### src/rtl/sme_pkg.sv
// Shared character codes, FSM state type and width helpers for the scan engine.
package sme_pkg;

    localparam logic [7:0] CH_SPACE  = 8'h20;
    localparam logic [7:0] CH_DOT    = 8'h2E;
    localparam logic [7:0] CH_HAT    = 8'h5E;
    localparam logic [7:0] CH_DOLLAR = 8'h24;

    typedef enum logic [1:0] {
        IDLE,
        LD_STR,
        LD_PAT,
        SCAN
    } sme_state_t;

    // Bits needed to address n entries (at least one bit).
    function automatic int idx_width(input int n);
        return (n > 1) ? $clog2(n) : 1;
    endfunction

    // Bits needed to hold a count from 0 to n inclusive.
    function automatic int len_width(input int n);
        return $clog2(n + 1);
    endfunction

endpackage

### src/rtl/sme_window_cmp.sv
// Combinational check of one candidate start position: window[0] is the character
// before the candidate, window[1..] the candidate and what follows it.
module sme_window_cmp
    import sme_pkg::*;
#(
    parameter int CHAR_W  = 8,
    parameter int PAT_MAX = 8,
    parameter int PL_W    = len_width(PAT_MAX)
) (
    input  logic [PAT_MAX+1:0][CHAR_W-1:0] window,
    input  logic [PAT_MAX-1:0][CHAR_W-1:0] pattern,
    input  logic [PL_W-1:0]                eff_len,
    input  logic                           anch_s,
    input  logic                           anch_e,
    output logic                           hit
);
    localparam logic [CHAR_W-1:0] SPACE = CHAR_W'(CH_SPACE);
    localparam logic [CHAR_W-1:0] DOT   = CHAR_W'(CH_DOT);

    logic [PAT_MAX*CHAR_W-1:0] eff_flat;
    logic [CHAR_W-1:0]         pc;
    logic [CHAR_W-1:0]         end_char;
    logic                      chars_ok;

    // Dropping a leading '^' leaves the effective characters starting at slot 0.
    always_comb begin
        eff_flat = anch_s ? (pattern >> CHAR_W) : pattern;
        chars_ok = 1'b1;
        end_char = window[1];
        pc       = '0;
        for (int k = 0; k < PAT_MAX; k++) begin
            pc = eff_flat[k*CHAR_W +: CHAR_W];
            if (PL_W'(k) < eff_len && pc != DOT && pc != window[k+1]) begin
                chars_ok = 1'b0;
            end
        end
        for (int j = 0; j <= PAT_MAX; j++) begin
            if (PL_W'(j) == eff_len) begin
                end_char = window[j+1];
            end
        end
        hit = chars_ok && (!anch_s || window[0] == SPACE) && (!anch_e || end_char == SPACE);
    end

endmodule

### src/rtl/sme_scan_engine.sv
// String-match engine top: string/pattern buffers, load/scan FSM and result registers.
module sme_scan_engine
    import sme_pkg::*;
#(
    parameter int CHAR_W  = 8,
    parameter int STR_MAX = 32,
    parameter int PAT_MAX = 8,
    parameter int IDX_W   = idx_width(STR_MAX)
) (
    input  logic              clk,
    input  logic              reset_n,
    input  logic [CHAR_W-1:0] chardata,
    input  logic              isstring,
    input  logic              ispattern,
    output logic              busy,
    output logic              valid,
    output logic              match,
    output logic [IDX_W-1:0]  match_index
);
    localparam int LEN_W = IDX_W + 1;
    localparam int SUM_W = LEN_W + 1;
    localparam int PL_W  = len_width(PAT_MAX);
    localparam int PI_W  = idx_width(PAT_MAX);
    localparam logic [CHAR_W-1:0] SPACE = CHAR_W'(CH_SPACE);

    sme_state_t state, state_next;

    logic [CHAR_W-1:0]              str_buf [STR_MAX];
    logic [PAT_MAX-1:0][CHAR_W-1:0] pat_buf;
    logic [LEN_W-1:0]               str_len, p, str_waddr;
    logic [PL_W-1:0]                pat_len, eff_len, pat_waddr;
    logic                           str_we, pat_we, str_first, pat_first;
    logic                           res_hit, res_miss, anch_s, anch_e, hit, exhausted;
    logic [CHAR_W-1:0]              last_char;
    logic [PAT_MAX+1:0][CHAR_W-1:0] window;
    logic [SUM_W-1:0]               wpos;

    assign busy      = (state == SCAN);
    assign str_waddr = str_first ? '0 : str_len;
    assign pat_waddr = pat_first ? '0 : pat_len;

    always_comb begin
        last_char = pat_buf[0];
        for (int i = 0; i < PAT_MAX; i++) begin
            if (PL_W'(i + 1) == pat_len) begin
                last_char = pat_buf[i];
            end
        end
    end

    assign anch_s    = (pat_buf[0] == CHAR_W'(CH_HAT));
    assign anch_e    = (last_char == CHAR_W'(CH_DOLLAR));
    assign eff_len   = pat_len - PL_W'(anch_s) - PL_W'(anch_e);
    assign exhausted = (SUM_W'(p) + SUM_W'(eff_len)) > SUM_W'(str_len);

    // Positions before the string start or past its end read as spaces, which lets the
    // comparator treat both anchors as plain "neighbour is a space" tests.
    always_comb begin
        window = '0;
        wpos   = '0;
        for (int j = 0; j < PAT_MAX + 2; j++) begin
            wpos = SUM_W'(p) + SUM_W'(j);
            if (wpos == '0 || wpos > SUM_W'(str_len)) begin
                window[j] = SPACE;
            end else begin
                window[j] = str_buf[IDX_W'(wpos - SUM_W'(1))];
            end
        end
    end

    sme_window_cmp #(
        .CHAR_W  (CHAR_W),
        .PAT_MAX (PAT_MAX),
        .PL_W    (PL_W)
    ) u_cmp (
        .window  (window),
        .pattern (pat_buf),
        .eff_len (eff_len),
        .anch_s  (anch_s),
        .anch_e  (anch_e),
        .hit     (hit)
    );

    always_comb begin
        state_next = state;
        str_we     = 1'b0;
        pat_we     = 1'b0;
        str_first  = 1'b0;
        pat_first  = 1'b0;
        res_hit    = 1'b0;
        res_miss   = 1'b0;
        case (state)
            IDLE: begin
                if (isstring) begin
                    state_next = LD_STR;
                    str_we     = 1'b1;
                    str_first  = 1'b1;
                end else if (ispattern) begin
                    state_next = LD_PAT;
                    pat_we     = 1'b1;
                    pat_first  = 1'b1;
                end
            end
            LD_STR: begin
                if (ispattern) begin
                    state_next = LD_PAT;
                    pat_we     = 1'b1;
                    pat_first  = 1'b1;
                end else if (isstring) begin
                    str_we = 1'b1;
                end else begin
                    state_next = IDLE;
                end
            end
            LD_PAT: begin
                if (ispattern) begin
                    pat_we = 1'b1;
                end else begin
                    state_next = SCAN;
                end
            end
            SCAN: begin
                if (exhausted) begin
                    state_next = IDLE;
                    res_miss   = 1'b1;
                end else if (hit) begin
                    state_next = IDLE;
                    res_hit    = 1'b1;
                end
            end
        endcase
    end

    always_ff @(posedge clk or negedge reset_n) begin
        if (!reset_n) begin
            state       <= IDLE;
            str_len     <= '0;
            pat_len     <= '0;
            p           <= '0;
            valid       <= 1'b0;
            match       <= 1'b0;
            match_index <= '0;
        end else begin
            state       <= state_next;
            valid       <= res_hit | res_miss;
            match       <= res_hit;
            match_index <= res_hit ? p[IDX_W-1:0] : '0;
            p           <= (state == SCAN) ? p + LEN_W'(1) : '0;
            if (str_we) begin
                str_len <= str_first ? LEN_W'(1) :
                           (str_len == LEN_W'(STR_MAX)) ? str_len : str_len + LEN_W'(1);
            end
            if (pat_we) begin
                pat_len <= pat_first ? PL_W'(1) :
                           (pat_len == PL_W'(PAT_MAX)) ? pat_len : pat_len + PL_W'(1);
            end
        end
    end

    // Buffers are only meaningful up to the stored lengths, so they carry no reset.
    always_ff @(posedge clk) begin
        if (str_we && str_waddr < LEN_W'(STR_MAX)) begin
            str_buf[str_waddr[IDX_W-1:0]] <= chardata;
        end
        if (pat_we && pat_waddr < PL_W'(PAT_MAX)) begin
            pat_buf[pat_waddr[PI_W-1:0]] <= chardata;
        end
    end

endmodule

### config.mk
export PLATFORM = sky130hd
export DESIGN_NAME = sme_scan_engine
export DESIGN_NICKNAME = d
export VERILOG_FILES = /design/src/rtl/sme_pkg.sv /design/src/rtl/sme_window_cmp.sv /design/src/rtl/sme_scan_engine.sv
export SDC_FILE = /design/constraint.sdc
export NUM_CORES = 1
export LEC_CHECK = 0
export CORE_AREA = 3 3 176 349
export DETAILED_ROUTE_END_ITERATION = 10
export DIE_AREA = 0 0 179 352
export HOLD_SLACK_MARGIN = 0.03
export PLACE_DENSITY = 0.66
export SLEW_MARGIN = 20
export SYNTH_ARGS = -nofsm -noshare
export SYNTH_HDL_FRONTEND = slang
export SYNTH_SLANG_ARGS = --single-unit
### constraint.sdc
create_clock -name clk -period 7.9 [get_ports clk]
set_clock_uncertainty 0.1 [all_clocks]
set_input_delay 1.58 -clock clk [delete_from_list [all_inputs] [get_ports clk]]
set_output_delay 1.58 -clock clk [all_outputs]
set_load 0.1 [all_outputs]
==> flow_metrics.env <==
export IMPL_status="complete, no violations"
export IMPL_finalSetupViolations=0
export IMPL_fp_dieW_um=179
export IMPL_synth_common_cells="mux2i_1, edfxtp_1, nand2_1, nor2_1, mux2_2"
export IMPL_whs_path_depth=2
export IMPL_min_path_type="flip-flop to flip-flop"
export IMPL_numClockSinks=345
export IMPL_die_area_um2=63000
export IMPL_hold_violations=0
export IMPL_grt_pass1_vias=24800
export IMPL_p_leak_uw=0.0110
export IMPL_finish_utilization_pct=53.3
export IMPL_path_max_fanout=74
export IMPL_period_share_pct=94.4
export IMPL_grt_ovfl_total=0
export IMPL_port_buffers=19
export IMPL_drt_iter0_drc=3858
export IMPL_start_util_pct=49.6
export IMPL_async_flop_share_pct=7.25
export IMPL_drc=0
export IMPL_yosysUniqueCellTypes=116
export IMPL_r2r_slack_ns=0.44
export IMPL_slew_violations=0
export IMPL_cts_made_buffers=35
export IMPL_critPathKind="flip-flop to flip-flop"
export IMPL_syn_area_per_cell_um2=11.0
export IMPL_syn_num_nets=2772
export IMPL_clk_pin_slew_ns=0.07
export IMPL_yosys_area_top_type="edfxtp_1"
export IMPL_layout_min_cycle_time_ns=7.46
export IMPL_min_delay_start="state[0]"
export IMPL_dp_cells=3391
export IMPL_netlist_top_cells_area="edfxtp_1, mux2i_1, mux4_2, mux2_2, ha_1"
export IMPL_layout_drive_gt1_share_pct=18.9
export IMPL_pin_count=20
export IMPL_r2r_cells=16
export IMPL_post_route_cell_area_um2=31500
export IMPL_startpoint_type="flip-flop"
export IMPL_clk_root_buffer_cell="clkbuf_16"
export IMPL_dpl_cell_area_um2=30300
export IMPL_tns_ns=0
export IMPL_drtAntennaViolNets=0
export IMPL_area_delta_synth_final_pct=7.54
export IMPL_core_area_um2=59100
export IMPL_synth_seq_cells=345
export IMPL_synth_edf_count=320
export IMPL_syn_inst=2669
export IMPL_wl_per_cell_um=41.4
export IMPL_max_slew_margin_pct=12.7
export IMPL_viasPerCell=7.41
export IMPL_grt_usage_pct=45.4
export IMPL_arrival_ns=7.83
export IMPL_rsz0062_at_grt="false"
export IMPL_h_tree_depth=2
export IMPL_fp_row_count=126
export IMPL_final_cells=3466
export IMPL_synth_seq_area_share_pct=34.9
export IMPL_clockBufferDepth=3
export IMPL_dr_pass1_iters=8
export IMPL_fmax_mhz=134
export IMPL_crit_required_ns=8.27
export IMPL_place_gp_congestion=1.24
export IMPL_hpwl_um=108000
export IMPL_cts_tree="built"
export IMPL_ir_worst_vdd_mv=0.328
export IMPL_ys_flop_type="edfxtp_1"
export IMPL_fill_cells=5242
export IMPL_synth_top_area_share_pct=32.8
export IMPL_cap_violations=0
export IMPL_ys_warn_count=0
export IMPL_totalWireLength_um=144000
export IMPL_cp_end_kind="flip-flop"
export IMPL_grt_pass1_wl_um=196000
export IMPL_hold_ws_ns=0.528
export IMPL_r2r_end="state[0]"
export IMPL_netlist_area_um2=29300
export IMPL_die_h_um=352
export IMPL_powerDensity_nw_per_um2=306
export IMPL_synth_most_common_cell="mux2i_1"
export IMPL_grt_max_degree=146
export IMPL_antenna_found_initial=12
export IMPL_nNetsFinal=2766
export IMPL_worstMarginPinSlew_ns=1.31
export IMPL_r2r_start="p[0]"
export IMPL_holdBufCountCts=0
export IMPL_clock_latency_ns=0.59
export IMPL_num_vias=25700
export IMPL_whs_endpoint="state[0]"
-- cell families after synthesis --
group / count (synthesis) / synth area share, %
AO/OA/AOI/OAI: 478 / 11.0
multiplexers: 669 / 29.3
AND/OR/NAND/NOR: 767 / 13.2
adder cells (fa/ha/maj): 91 / 3.94
XOR/XNOR: 86 / 3.01
flip-flops: 345 / 34.9
buffers and inverters: 233 / 4.54
-- flip-flops by register name, summed over array words and instances (netlist names) --
name / count
p: 6
str_buf: 256
match: 1
match_index: 5
state: 2
pat_buf: 64
pat_len: 4
str_len: 6
valid: 1
-- timing repair --
action | CTS | global route
setup buffers | 0 | 1
gates resized for setup | 0 | 1
endpoints found under the setup margin | 0 | 6
-- layer usage --
metal  vias to the layer above  track usage [%]  wire [µm]
met2                      1917             72.2      67300
li1                      10400                -          -
met5                         -             1.68         13
met4                         2             47.9      20600
met1                     12600             43.8      42400
met3                       809             14.2      13200
-- area by class of cell --
cell class	count	area (µm²)	area share, %
multi-input cells	2091	17900	56.8
flip-flops and latches	345	10200	32.5
inverters	78	312	0.988
diodes	8	20.0	0.0635
clock buffers	44	931	2.95
well taps	768	961	3.05
clock inverters	20	216	0.687
repair buffers	112	936	2.97
-- per-stage QoR --
step                      setup slack (ns)  power, µW
after floorplan                       1.83       5640
after global placement               0.548       7510
after detailed placement             0.495       7550
after CTS                            0.463       9240
after global routing                 0.125       9820
final                                0.445       9650
-- where the power goes --
group | total (µW) | switching (µW) | internal, µW
Clock | 1710 | 806 | 900
Combinational | 5740 | 3800 | 1940
Sequential | 2200 | 118 | 2090
-- cells in the final DEF, fill, tap and decap left out, types with 33 or more instances in the layout --
cell type  Yosys  final
a21oi_1       82     82
buf_4         27     89
clkbuf_16      0     36
edfxtp_1     320    320
ha_1          89     88
inv_1         71     71
mux2_1        43     43
mux2_2       147    147
mux2i_1      347    346
mux4_2       126    126
nand2_1      213    213
nand3_1       65     65
nand4_1       49     49
nor2_1       176    172
nor2b_1       33     33
nor3_1        52     52
o21ai_0      112    106
xnor2_1       48     47
-- critical path, cell delays in order, from the launching register on --
cell and delay, ns:
dfrtp_4 0.60, inv_6 0.58, buf_4 0.77, buf_4 0.71, a211oi_1 0.12, a21oi_1 0.97
a2111oi_0 0.32, nor4bb_1 0.88, o21ai_0 0.19, nor4b_1 0.19, a2111oi_0 0.85, nand4b_1 0.18
o221ai_1 0.18, nor4_4 0.05, buf_4 0.19, o221a_4 0.27, mux2i_1 0.11
-- worst max path at each step --
stage                     slack (ns)       end  startpoint
after detailed placement        0.49  state[0]  pat_len[0]
after floorplan                 1.83  state[0]        p[2]
after CTS                       0.46  state[0]  pat_len[0]
after global routing            0.12  state[0]  pat_len[0]
after global placement          0.55  state[0]  pat_len[0]
final                           0.44  state[0]        p[0]
Power figures use the tool's default switching activity.
==> variant (same flow settings) <==
Register the inputs `chardata`, `isstring` and `ispattern` before use. The logic sees them one clock later.
--- a/src/rtl/sme_scan_engine.sv
+++ b/src/rtl/sme_scan_engine.sv
@@ -22,6 +22,16 @@
     localparam int PL_W  = len_width(PAT_MAX);
     localparam int PI_W  = idx_width(PAT_MAX);
     localparam logic [CHAR_W-1:0] SPACE = CHAR_W'(CH_SPACE);
+
+    logic [CHAR_W-1:0] chardata_q;
+    logic isstring_q;
+    logic ispattern_q;
+
+    always_ff @(posedge clk) begin
+        chardata_q  <= chardata;
+        isstring_q  <= isstring;
+        ispattern_q <= ispattern;
+    end
 
     sme_state_t state, state_next;
 
@@ -91,29 +101,29 @@
         res_miss   = 1'b0;
         case (state)
             IDLE: begin
-                if (isstring) begin
+                if (isstring_q) begin
                     state_next = LD_STR;
                     str_we     = 1'b1;
                     str_first  = 1'b1;
-                end else if (ispattern) begin
+                end else if (ispattern_q) begin
                     state_next = LD_PAT;
                     pat_we     = 1'b1;
                     pat_first  = 1'b1;
                 end
             end
             LD_STR: begin
-                if (ispattern) begin
+                if (ispattern_q) begin
                     state_next = LD_PAT;
                     pat_we     = 1'b1;
                     pat_first  = 1'b1;
-                end else if (isstring) begin
+                end else if (isstring_q) begin
                     str_we = 1'b1;
                 end else begin
                     state_next = IDLE;
                 end
             end
             LD_PAT: begin
-                if (ispattern) begin
+                if (ispattern_q) begin
                     pat_we = 1'b1;
                 end else begin
                     state_next = SCAN;
@@ -160,10 +170,10 @@
     // Buffers are only meaningful up to the stored lengths, so they carry no reset.
     always_ff @(posedge clk) begin
         if (str_we && str_waddr < LEN_W'(STR_MAX)) begin
-            str_buf[str_waddr[IDX_W-1:0]] <= chardata;
+            str_buf[str_waddr[IDX_W-1:0]] <= chardata_q;
         end
         if (pat_we && pat_waddr < PL_W'(PAT_MAX)) begin
-            pat_buf[pat_waddr[PI_W-1:0]] <= chardata;
+            pat_buf[pat_waddr[PI_W-1:0]] <= chardata_q;
         end
     end
 
Behaviour: not the same (Yosys sat finds a counterexample within 4 cycles, from zero or initial values and one cycle with reset_n low).
==> variant against the original RTL <==
  * Wire length increased by 6.4%
  * Maximum frequency increased by 2.2%
  * Setup slack improved by 0.16 ns
  * Cell count increased by 3.7%
  * Clock power increased by 2%
  * Cell area increased by 3.2%
  * First-iteration DRC count decreased by 5.0%
  * Total power increased by 6.3%
  * Synthesized area increased by 1.9%
  * Sequential cell count increased by 10
  * Largest cell class unchanged
  * Highest routed layer is now met4
==> variant: results (changes against the original RTL) <==
* **outcome** completed
* **signal arrival time at the worst endpoint** 7.71 ns, -0.12 ns
* **Post-CTS Setup Inserts** 0, unchanged
* **clock latency on the worst-skew pair** 0.61 ns, +0.02 ns
* **list of most frequent post-synthesis cells** 363 x sky130_fd_sc_hd__mux2i_1, 320 x sky130_fd_sc_hd__edfxtp_1, 256 x sky130_fd_sc_hd__nand2_1, 169 x sky130_fd_sc_hd__nor2_1, 155 x sky130_fd_sc_hd__mux4_2
* **synthesized instance count** 2784, +4.3%
* **routed metal-1 wire length** 43.93 mm, +3.6%
* **most area-consuming cells after synthesis** sky130_fd_sc_hd__edfxtp_1 32%, sky130_fd_sc_hd__mux2i_1 12%, sky130_fd_sc_hd__mux4_2 12%
* **via count of the first global-routing pass** 26513, +6.9%
* **sequential cell area fraction in the yosys report** 0.3495, about the same
* **GRT Util Overall** 0.4893, +0.03492
* **vias after detailed routing** 27168, +5.7%
* **max layer used** met4
* **worst-case headroom to the max-slew limit** 0.1195, -0.007530
* **asr flop ratio synth** 0.07042, -0.002041
* **count of cell types in the netlist** 97, -16%
* **CP max stage delay** 0.99 ns, +0.02 ns
* **first-iteration detailed-routing DRC count** 3666, -5.0%
* **routability congestion estimate from global placement** 1.122, -9.3%
* **maximum fanout along the worst path** 17, -77%
* **synthesized net count** 2887, +4.1%
* **final-stage net count** 2894, +4.6%
* **Routed WL per cell** 42.54 µm, +2.7%
* **Yosys Warn Count** 0, unchanged
* **aggregate routed wire length** 152.9 mm, +6.4%
* **wire length of the first global-routing pass** 211.6 mm, +8.0%
* **leakage dissipation** 11.31 nW, +2.4%
* **number of placed cells counting well taps** 3519, +3.8%
* **fraction of final layout cells with drive strength greater than 1** 0.1923, +0.003116
* **HPWL after detailed placement** 116.5 mm, +7.8%
* **first-pass iteration count of the detailed router** 7, -1
* **WL met3** 14.40 mm, +8.8%
* **largest net degree at the start of global routing** 163, +12%
## variant: changes by cell type after synthesis, sizes merged, moves of 9 or more
cell,change
a211oi,+11
a21oi,+17
a31oi,+10
a32oi,+12
dfxtp,+10
mux2,-65
mux2i,+16
mux4,+24
nand2,+42
nand4,-15
nor3,+11
o22ai,-9
## variant: metrics by stage
| stage | utilization | setup WS (ns) | instance area (µm²) |
|---|---|---|---|
| floorplan | - | 1.535 | 29860 |
| global placement | 0.5285 | 1.288 | 31250 |
| detailed placement | 0.5287 | 1.167 | 31250 |
| CTS | 0.5481 | 1.136 | 32400 |
| global route | 0.5497 | 0.4124 | 32500 |
| finish | 0.5501 | 0.6077 | 32520 |
## variant: worst max-delay path: cells and delay by family (launching register included)
| kind | cells | cell delay [ns] |
|---|---|---|
| AOI/OAI and AO/OA | 8 | 2.58 |
| xor gates and xnor gates | 2 | 1.29 |
| adders and majority gates | 1 | 0.33 |
| buffers and inverters | 5 | 1.37 |
| DFF | 1 | 0.47 |
| muxes | 1 | 0.21 |
| and+or+nand+nor | 3 | 0.83 |
## variant: cell type report
cell class,count,area (µm²)
Inverter,82,312.8
Multi-Input combinational cell,2178,18470
Sequential cell,355,10440
Antenna cell,8,20.02
Tap cell,768,960.9
Fill cell,5161,26600
Clock buffer,42,943.4
Clock inverter,22,206.4
Timing Repair Buffer,139,1166
## variant: path summary, 6_finish.rpt
| check | from | end | slack [ns] | cells past startpoint |
|---|---|---|---|---|
| worst max-delay path | p[2] | state[0] | 0.61 | 20 |
| max in group asynchronous | reset_n | p[2] | 6.11 | 2 |
| worst min register to register | chardata_q[7] | str_buf[1][7] | 0.47 | 0 |
| worst min-delay path | chardata_q[7] | str_buf[1][7] | 0.47 | 0 |
| worst max register to register | p[2] | state[0] | 0.61 | 20 |
| min in group asynchronous | reset_n | p[0] | 1.28 | 2 |
## variant: per-layer routing
metal / vias to the layer above / global-route usage
li1: 10867 / -
met1: 13340 / 0.4662
met2: 2067 / 0.7726
met3: 894 / 0.1622
met4: 0 / 0.5287
met5: - / 0
## variant: cell families (layout without fill, tap and decap cells)
logic type / Yosys count / after routing / synth area share
AOI/OAI and AO/OA: 550 / 550 / 0.1250
xor gates and xnor gates: 89 / 89 / 0.02736
adders and majority gates: 91 / 91 / 0.03864
buffers and inverters: 251 / 285 / 0.04031
DFF: 355 / 355 / 0.3495
muxes: 644 / 644 / 0.2861
other: 0 / 8 / 0
and+or+nand+nor: 804 / 804 / 0.1331
## variant: power by group
group	internal (mW)	switching [mW]
clock	0.934	0.817
sequential	2.14	0.133
combinational	2.07	4.16
